File: src/rtl/mux4_rr_arbiter.sv
// mux4_rr_arbiter
// Round-robin arbiter and sequencer for a shared 4:1 data multiplexer. One requester is
// granted at a time. Its beats go to a single consumer over a valid/ready handshake.
// Priority rotates after every packet, and a grant is capped at MAX_BEATS beats.
//
// Ports:
//   i_clk        clock, rising edge
//   i_rst_n      asynchronous active-low reset
//   i_req[3:0]   per-requester request, held while beats remain
//   i_last[3:0]  per-requester end-of-packet flag for the current beat
//   i_din        packed requester data, requester k at [k*W +: W]
//   i_out_ready  downstream accepts a beat this cycle
//   o_out_valid  o_out_data holds a valid beat
//   o_out_data   beat from the selected requester
//   o_out_last   last flag of the granted requester, 0 when idle
//   o_gnt[3:0]   one-hot grant, zero when idle
//   o_sel[1:0]   mux select (granted requester index)
//   o_busy       high while a grant is active
module mux4_rr_arbiter #(
  parameter int unsigned W         = 8,
  parameter int unsigned MAX_BEATS = 4
) (
  input  logic           i_clk,
  input  logic           i_rst_n,
  input  logic [3:0]     i_req,
  input  logic [3:0]     i_last,
  input  logic [4*W-1:0] i_din,
  input  logic           i_out_ready,
  output logic           o_out_valid,
  output logic [W-1:0]   o_out_data,
  output logic           o_out_last,
  output logic [3:0]     o_gnt,
  output logic [1:0]     o_sel,
  output logic           o_busy
);

  localparam int unsigned CW = $clog2(MAX_BEATS) + 1;

  typedef enum logic [0:0] {StIdle, StGrant} state_e;

  state_e        r_state, w_state_d;
  logic [1:0]    r_ptr, w_ptr_d;
  logic [1:0]    r_sel, w_sel_d;
  logic [CW-1:0] r_cnt, w_cnt_d;

  logic          w_found;
  logic [1:0]    w_pick;
  logic [1:0]    w_idx;
  logic          w_xfer;
  logic          w_release;

  // State register.
  always_ff @(posedge i_clk or negedge i_rst_n) begin
    if (!i_rst_n) begin
      r_state <= StIdle;
      r_ptr   <= 2'd0;
      r_sel   <= 2'd0;
      r_cnt   <= '0;
    end else begin
      r_state <= w_state_d;
      r_ptr   <= w_ptr_d;
      r_sel   <= w_sel_d;
      r_cnt   <= w_cnt_d;
    end
  end

  // First asserted requester, searching from r_ptr upward with wrap. The loop runs from
  // the far end, so the nearest hit is the one left in w_pick.
  always_comb begin
    w_found = 1'b0;
    w_pick  = r_ptr;
    w_idx   = r_ptr;
    for (int i = 3; i >= 0; i--) begin
      w_idx = r_ptr + 2'(i);
      if (i_req[w_idx]) begin
        w_found = 1'b1;
        w_pick  = w_idx;
      end
    end
  end

  assign w_xfer = (r_state == StGrant) && i_req[r_sel] && i_out_ready;

  // Release on the last beat or the beat cap (a single release when both hold), or when
  // the granted requester withdraws without transferring.
  assign w_release = (r_state == StGrant) &&
                     ((w_xfer && (i_last[r_sel] || (r_cnt == CW'(MAX_BEATS - 1)))) ||
                      !i_req[r_sel]);

  // Next-state logic.
  always_comb begin
    w_state_d = r_state;
    w_ptr_d   = r_ptr;
    w_sel_d   = r_sel;
    w_cnt_d   = r_cnt;
    unique case (r_state)
      StIdle: begin
        if (w_found) begin
          w_state_d = StGrant;
          w_sel_d   = w_pick;
          w_cnt_d   = '0;
        end
      end
      StGrant: begin
        if (w_release) begin
          // No re-arbitration here; the mandatory idle cycle follows.
          w_state_d = StIdle;
          w_ptr_d   = r_sel + 2'd1;
          w_cnt_d   = '0;
        end else if (w_xfer) begin
          w_cnt_d = r_cnt + CW'(1);
        end
      end
      default: w_state_d = StIdle;
    endcase
  end

  // Outputs. These are combinational from the registered state/select and the live inputs.
  always_comb begin
    o_busy      = (r_state == StGrant);
    o_sel       = r_sel;
    o_gnt       = o_busy ? (4'b0001 << r_sel) : 4'b0000;
    o_out_valid = o_busy && i_req[r_sel];
    o_out_last  = o_busy && i_last[r_sel];
    o_out_data  = i_din[r_sel*W +: W];
  end

endmodule

File: config.mk
export PLATFORM = sky130hd
export DESIGN_NAME = mux4_rr_arbiter
export DESIGN_NICKNAME = d
export VERILOG_FILES = /design/src/rtl/mux4_rr_arbiter.sv
export SDC_FILE = /design/constraint.sdc
export NUM_CORES = 1
export LEC_CHECK = 0
export ABC_AREA = 1
export BUFFER_PORTS_ARGS = -buffer_cell sky130_fd_sc_hd__buf_2
export CAP_MARGIN = 20
export CELL_PAD_IN_SITES_DETAIL_PLACEMENT = 1
export CELL_PAD_IN_SITES_GLOBAL_PLACEMENT = 2
export CORE_MARGIN = 2
export CORE_UTILIZATION = 23
export CTS_CLUSTER_DIAMETER = 80
export DETAILED_ROUTE_END_ITERATION = 12
export PLACE_DENSITY = 0.88
export SKIP_LAST_GASP = 1
export SLEW_MARGIN = 10
export SYNTH_ARGS = -nofsm -noshare
export SYNTH_HDL_FRONTEND = slang
export SYNTH_SLANG_ARGS = --single-unit
File: constraint.sdc
create_clock -name i_clk -period 4.2 [get_ports i_clk]
set_input_delay 0.63 -clock i_clk [delete_from_list [all_inputs] [get_ports i_clk]]
set_output_delay 0.63 -clock i_clk [all_outputs]
set_load 0.1 [all_outputs]
==> out/metrics.cfg, run 1 <==
[run_status]
outcome = finished clean

[floorplan]
die_w_um = 72.6
initial_core_util_pct = 24.3
rows = 24
pin_count = 60
core_um2 = 4440
dieArea_um2 = 5260
die_y_um = 72.6

[sta]
period_share_pct = 64.6
tns_ns = 0
min_period_ns = 2.71
worst-slew-pin-transition_ns = 0.782
worst_slew_margin_rel_pct = 47.9
finalHoldViolCount = 0
rsz0062_at_grt = false
clock_skew_ns = 0.00351
setup_viol = 0
drv_slew = 0
fin_ws_ns = 1.49
fmax_mhz = 369

[critical_path]
cp_slowest_cell = dfrtp_1
cp.arrival_ns = 2.08
max_stage_delay_ns = 0.84
cp-start-kind = register
reg2reg_from = o_sel[0]$_DFFE_PN0P_
cp_num_buf_inv = 1
critPathTopFamily = flip-flops
critPathMaxFanout = 28
cp.depth = 5
critPathRequiredTime_ns = 3.57
crit_type = reg2out
ff2ff_path_depth = 10
critPathCaptureType = output port
r2r_setup_slack_ns = 2.20
cp_cell_sequence = a21oi_1 -> o21ai_1 -> nand2_1 -> nor2_4 -> buf_2
startpoint = o_sel[0]$_DFFE_PN0P_

[finish]
seqCellArea_um2 = 200
fill_cells = 613
drive_gt1_share_pct = 41.0
fin_nets = 278
syn2layout_area_growth_pct = 33.6
antenna_cells = 0
multi_input_comb_area_um2 = 758

[global_route]
grt_pass1_wl_um = 5900
grt.total_usage_pct = 13.7
grt_pass1_vias = 1354
antenna_found_initial = 0
grt_max_degree = 29
grt-ovfl-total = 0

[route]
drc = 0
avgViaCountPerCell = 4.51
wl_per_cell_um = 12.0
detail-route-antenna-nets = 0
first_pass_iters = 4
drtIter0Drc = 27
wirelength_um = 3350
via_count = 1258

[flow_run]
cap_violations = 0

[logic_synthesis]
ys.flop_type = dfrtp_1
yosysUniqueCellTypes = 24
syn_nets = 220
yosysWarnings = 0
synth_edf_count = 0
synthTopCellsByArea = dfrtp_1, nand2_1, o21ai_0
syn_inst = 171
syn_avg_cell_area_um2 = 6.32
syn_area_um2 = 1080
ys_ff_latch = 8
synth_top_area_share_pct = 18.5
ys_seq_area_share_pct = 18.5
synth_top_area_cell = dfrtp_1
postSynth.asyncResetShare_pct = 100
synthTopCellsByCount = nand2_1, nor2_1, o21ai_0
yosysMostFrequentCell = nand2_1

[place]
portBuffers = 59
place_ws_ns = 1.68
hpwl_um = 2760
gp_congestion = 0.785

[clock_network]
cts_buffer_depth = 2
clk_latency_ns = 0.23
cts_root_buf = clkbuf_8
htree_levels = 1
numCtsBuffers = 3
clk_pin_slew_ns = 0.04
postCtsResizedCells = 0
cts.sinks = 8
cts_tree = done
cts_setup_buffers = 0
cts_hold_buffers = 0

[hold_path]
hp-class = in2async

-- registers in the layout (all words and copies together), names as in the netlist --
name / flops
r_cnt: 3
o_sel: 2
r_ptr: 2
o_busy: 1
-- kinds of logic after synthesis --
logic type	Yosys count	share of synthesized area, %
and+or+nand+nor	98	46.3
DFF	8	18.5
adders and majority gates	6	6.94
AOI/OAI and AO/OA	32	16.9
buffers and inverters	27	11.3
-- placed cells by master, fill, tap and decap left out, drive strengths merged --
cell type   n
a21oi       3
a31oi       1
buf        59
clkbuf      3
dfrtp       8
ha          6
inv        21
nand2      60
nand3      10
nand4       2
nor2       24
nor3        2
o21ai      20
o22ai       8
-- metrics by stage --
step / instance area [um2] / hold WS (ns) / instances / utilization [%]
final: 1440 / 0.231 / 279 / 32.5
after global placement: 1400 / 0.465 / 276 / 31.6
after floorplan: 1080 / 0.334 / 171 / -
after detailed placement: 1400 / 0.476 / 276 / 31.6
after CTS: 1440 / 0.232 / 279 / 32.5
after global routing: 1440 / 0.239 / 279 / 32.5
-- final timing paths --
| kind | end |
|---|---|
| min in group i_clk | r_cnt[1]$_DFFE_PN0P_ |
| max in group asynchronous | o_sel[1]$_DFFE_PN0P_ |
| min reg2reg | r_cnt[1]$_DFFE_PN0P_ |
| min | o_busy$_DFF_PN0_ |
| max | o_out_valid |
| max reg2reg | r_cnt[0]$_DFFE_PN0P_ |
-- layer usage --
layer / track usage [%] / routed length (um) / vias to the layer above
met1: 17.1 / 1520 / 566
li1: - / - / 663
met3: 0.972 / 73 / 4
met2: 24.8 / 1690 / 25
met4: 4.32 / 55 / 0
met5: 0 / 0 / -
-- cell type report --
type | count | share of cell area, %
tap | 52 | 4.51
sequential | 8 | 13.9
clock buffer | 3 | 2.86
multi-input combinational | 136 | 52.5
inverter | 21 | 5.81
timing repair buffer | 59 | 20.5
-- worst reg2reg max path, cell delays in order, from the launching register on --
cell	delay [ns]
dfrtp_1	0.84
inv_2	0.31
nand2_1	0.16
nand3_2	0.07
nand2_2	0.10
nand2_2	0.06
nand2_4	0.08
nand2_4	0.06
nor3_1	0.13
nand2_1	0.07
nand2_1	0.06
Power of run 1 is left out: the tool's default activity adds up to more than one toggle a clock period on the data nets, which glitch-free logic cannot reach.
==> run 2, diff against run 1 <==
- ABC_AREA: 1 -> 0
- CORE_UTILIZATION: 23 -> 21
- PLACE_DENSITY: 0.88 -> 0.81
- clock period: 4.2 -> 2.6 ns (I/O delays scaled with it)
==> run 2 against run 1 <==
Compared with the run above:
- critical path depth down 2
- clock skew up 0.0012 ns
- hold slack better by 0.25 ns
- routed wire length down 23%
- first-iteration DRC count down 44%
- flip-flop and latch count unchanged
- cell count down 33%
- design area down 17%
- synthesized cell count down 55%
- utilization up 0.35 points
- largest cell class unchanged
==> out/metrics.cfg, run 2 <==
[place]
portBuffers = 59  ; unchanged
post_dp_cell_area_um2 = 1150  ; -18%
hpwl_um = 2220  ; -20%
gp_congestion = 0.708  ; -9.9%

[logic_synthesis]
ys_seq_area_share_pct = 25.0  ; +6.4 points
syn_area_um2 = 802  ; -26%
syn_nets = 126  ; -43%
synth_edf_count = 0  ; unchanged
yosysUniqueCellTypes = 27  ; +13%
ys.flop_type = dfrtp_1
syn_inst = 77  ; -55%
postSynth.asyncResetShare_pct = 100  ; unchanged
synthTopCellsByCount = mux4_2, dfrtp_1, nand2_1
syn_avg_cell_area_um2 = 10.4  ; +65%
synth_top_area_cell = mux4_2
synth_top_area_share_pct = 25.3  ; +6.8 points
synthTopCellsByArea = mux4_2, dfrtp_1, ha_1
yosysWarnings = 0  ; unchanged
ys_ff_latch = 8  ; unchanged
yosysMostFrequentCell = mux4_2

[floorplan]
core_um2 = 3660  ; -18%
rows = 22  ; -8.3%
die_w_um = 65.8  ; -9.3%
dieArea_um2 = 4330  ; -18%
die_y_um = 65.8  ; -9.3%
initial_core_util_pct = 21.9  ; -2.4 points
pin_count = 60  ; unchanged

[critical_path]
critPathRequiredTime_ns = 2.21  ; -1.36 ns
crit_type = reg2out
cp-start-kind = register
critPathCaptureType = output port
cp.arrival_ns = 1.99  ; -0.09 ns
critPathMaxFanout = 17  ; -39%

[finish]
fin_util_pct = 32.8  ; +0.35 points
design_area_um2 = 1200  ; -17%
drive_gt1_share_pct = 54.7  ; +14 points
fill_cells = 451  ; -26%
antenna_cells = 0  ; unchanged
final_cell_mix = buf_2, mux4_2, nand2_1, dfrtp_1
largest_reg_flops = 3  ; unchanged
syn2layout_area_growth_pct = 49.9
regMostFlops = r_cnt
final_common_cell = buf_2
fin_nets = 189  ; -32%

[sta]
rsz0062_at_grt = false
worst-slew-pin-transition_ns = 0.554  ; -0.229 ns
worst_slew_margin_rel_pct = 63.1  ; +15 points
clock_skew_ns = 0.00475  ; +0.00124 ns
tns_ns = 0  ; unchanged
setup_viol = 0  ; unchanged
fmax_mhz = 420
period_share_pct = 91.5
finalHoldViolCount = 0  ; unchanged
drv_slew = 0  ; unchanged
min_period_ns = 2.38

[clock_network]
htree_levels = 1  ; unchanged
clk_pin_slew_ns = 0.04  ; about the same
postCtsResizedCells = 0  ; unchanged
numCtsBuffers = 3  ; unchanged
cts_tree = done
cts.sinks = 8  ; unchanged
clk_latency_ns = 0.23  ; about the same
cts_buffer_depth = 2  ; unchanged
cts_root_buf = clkbuf_8
cts_setup_buffers = 0  ; unchanged

[run_status]
outcome = finished clean

[global_route]
grt_max_degree = 18  ; -38%
grt_pass1_wl_um = 3940  ; -33%
grt-ovfl-total = 0  ; unchanged
antenna_found_initial = 0  ; unchanged
grt.total_usage_pct = 11.9  ; -1.8 points
grt_pass1_vias = 875  ; -35%

[route]
avgViaCountPerCell = 4.76  ; +5.7%
wl_per_cell_um = 13.8  ; +15%
drtIter0Drc = 15  ; -44%
wirelength_um = 2580  ; -23%
drc = 0  ; unchanged
detail-route-antenna-nets = 0  ; unchanged
first_pass_iters = 4  ; unchanged
via_count = 891  ; -29%

[flow_run]
cap_violations = 0  ; unchanged

[hold_path]
hp-class = in2reg

==> run 2: per-layer routing <==
metal / global-route usage [%] / share of wire, % / up-vias / routed length, um
li1: - / - / 413 / -
met1: 12.1 / 34 / 421 / 874
met2: 21.7 / 49 / 53 / 1260
met3: 5.79 / 16 / 4 / 415
met4: 3.13 / 0.89 / 0 / 23
met5: 0 / 0 / - / 0
==> run 2: layout make-up <==
type	count	area (um2)	share of cell area (%)
Sequential cell	8	201	16.8
Inverter	6	22.5	1.87
Clock buffer	4	45.0	3.75
Multi-Input combinational cell	61	568	47.2
Timing Repair Buffer	60	305	25.4
Tap cell	48	60.1	4.99
==> run 2: worst paths after layout <==
kind	start	to	slack, ns	depth (start not counted)
hold / removal	i_out_ready	o_busy$_DFF_PN0_	0.48	3
setup / recovery	o_sel[0]$_DFFE_PN0P_	o_out_valid	0.22	3
setup reg to reg	o_sel[1]$_DFFE_PN0P_	r_ptr[1]$_DFFE_PN0P_	0.70	4
hold reg to reg	r_cnt[2]$_DFFE_PN0P_	r_cnt[2]$_DFFE_PN0P_	0.49	2
max in group asynchronous	i_rst_n	o_sel[0]$_DFFE_PN0P_	1.86	2
min in group asynchronous	i_rst_n	r_ptr[1]$_DFFE_PN0P_	0.56	2
==> run 2: kinds of logic after synthesis <==
logic type               Yosys count  share of synthesized area, %
AND/OR/NAND/NOR                   26                          16.8
flip-flops                         8                          25.0
AO/OA/AOI/OAI                     16                          13.6
multiplexers                      13                          30.9
adder cells (fa/ha/maj)            6                          9.36
buffers and inverters              8                          4.37
==> run 2: critical path, cell delays in order, from the launching register on <==
cell and delay, ns:
dfrtp_2 0.61, mux4_2 0.61, and2_2 0.24, buf_2 0.29
==> run 2: repair_timing <==
action                                  CTS  global route
hold buffers                              1             0
endpoints found under the hold margin     4             0
endpoints found under the setup margin    0             0
==> run 2: through the flow <==
stage / hold WS, ns / cells / worst slack, ns
6_report: 0.484 / 187 / 0.220
5_1_grt: 0.519 / 187 / 0.123
4_1_cts: 0.477 / 187 / 0.191
3_5_place_dp: 0.246 / 182 / 0.455
3_3_place_gp: 0.238 / 182 / 0.475
2_1_floorplan: 0.0944 / 77 / 0.127
Power of run 2 is left out for the same reason.
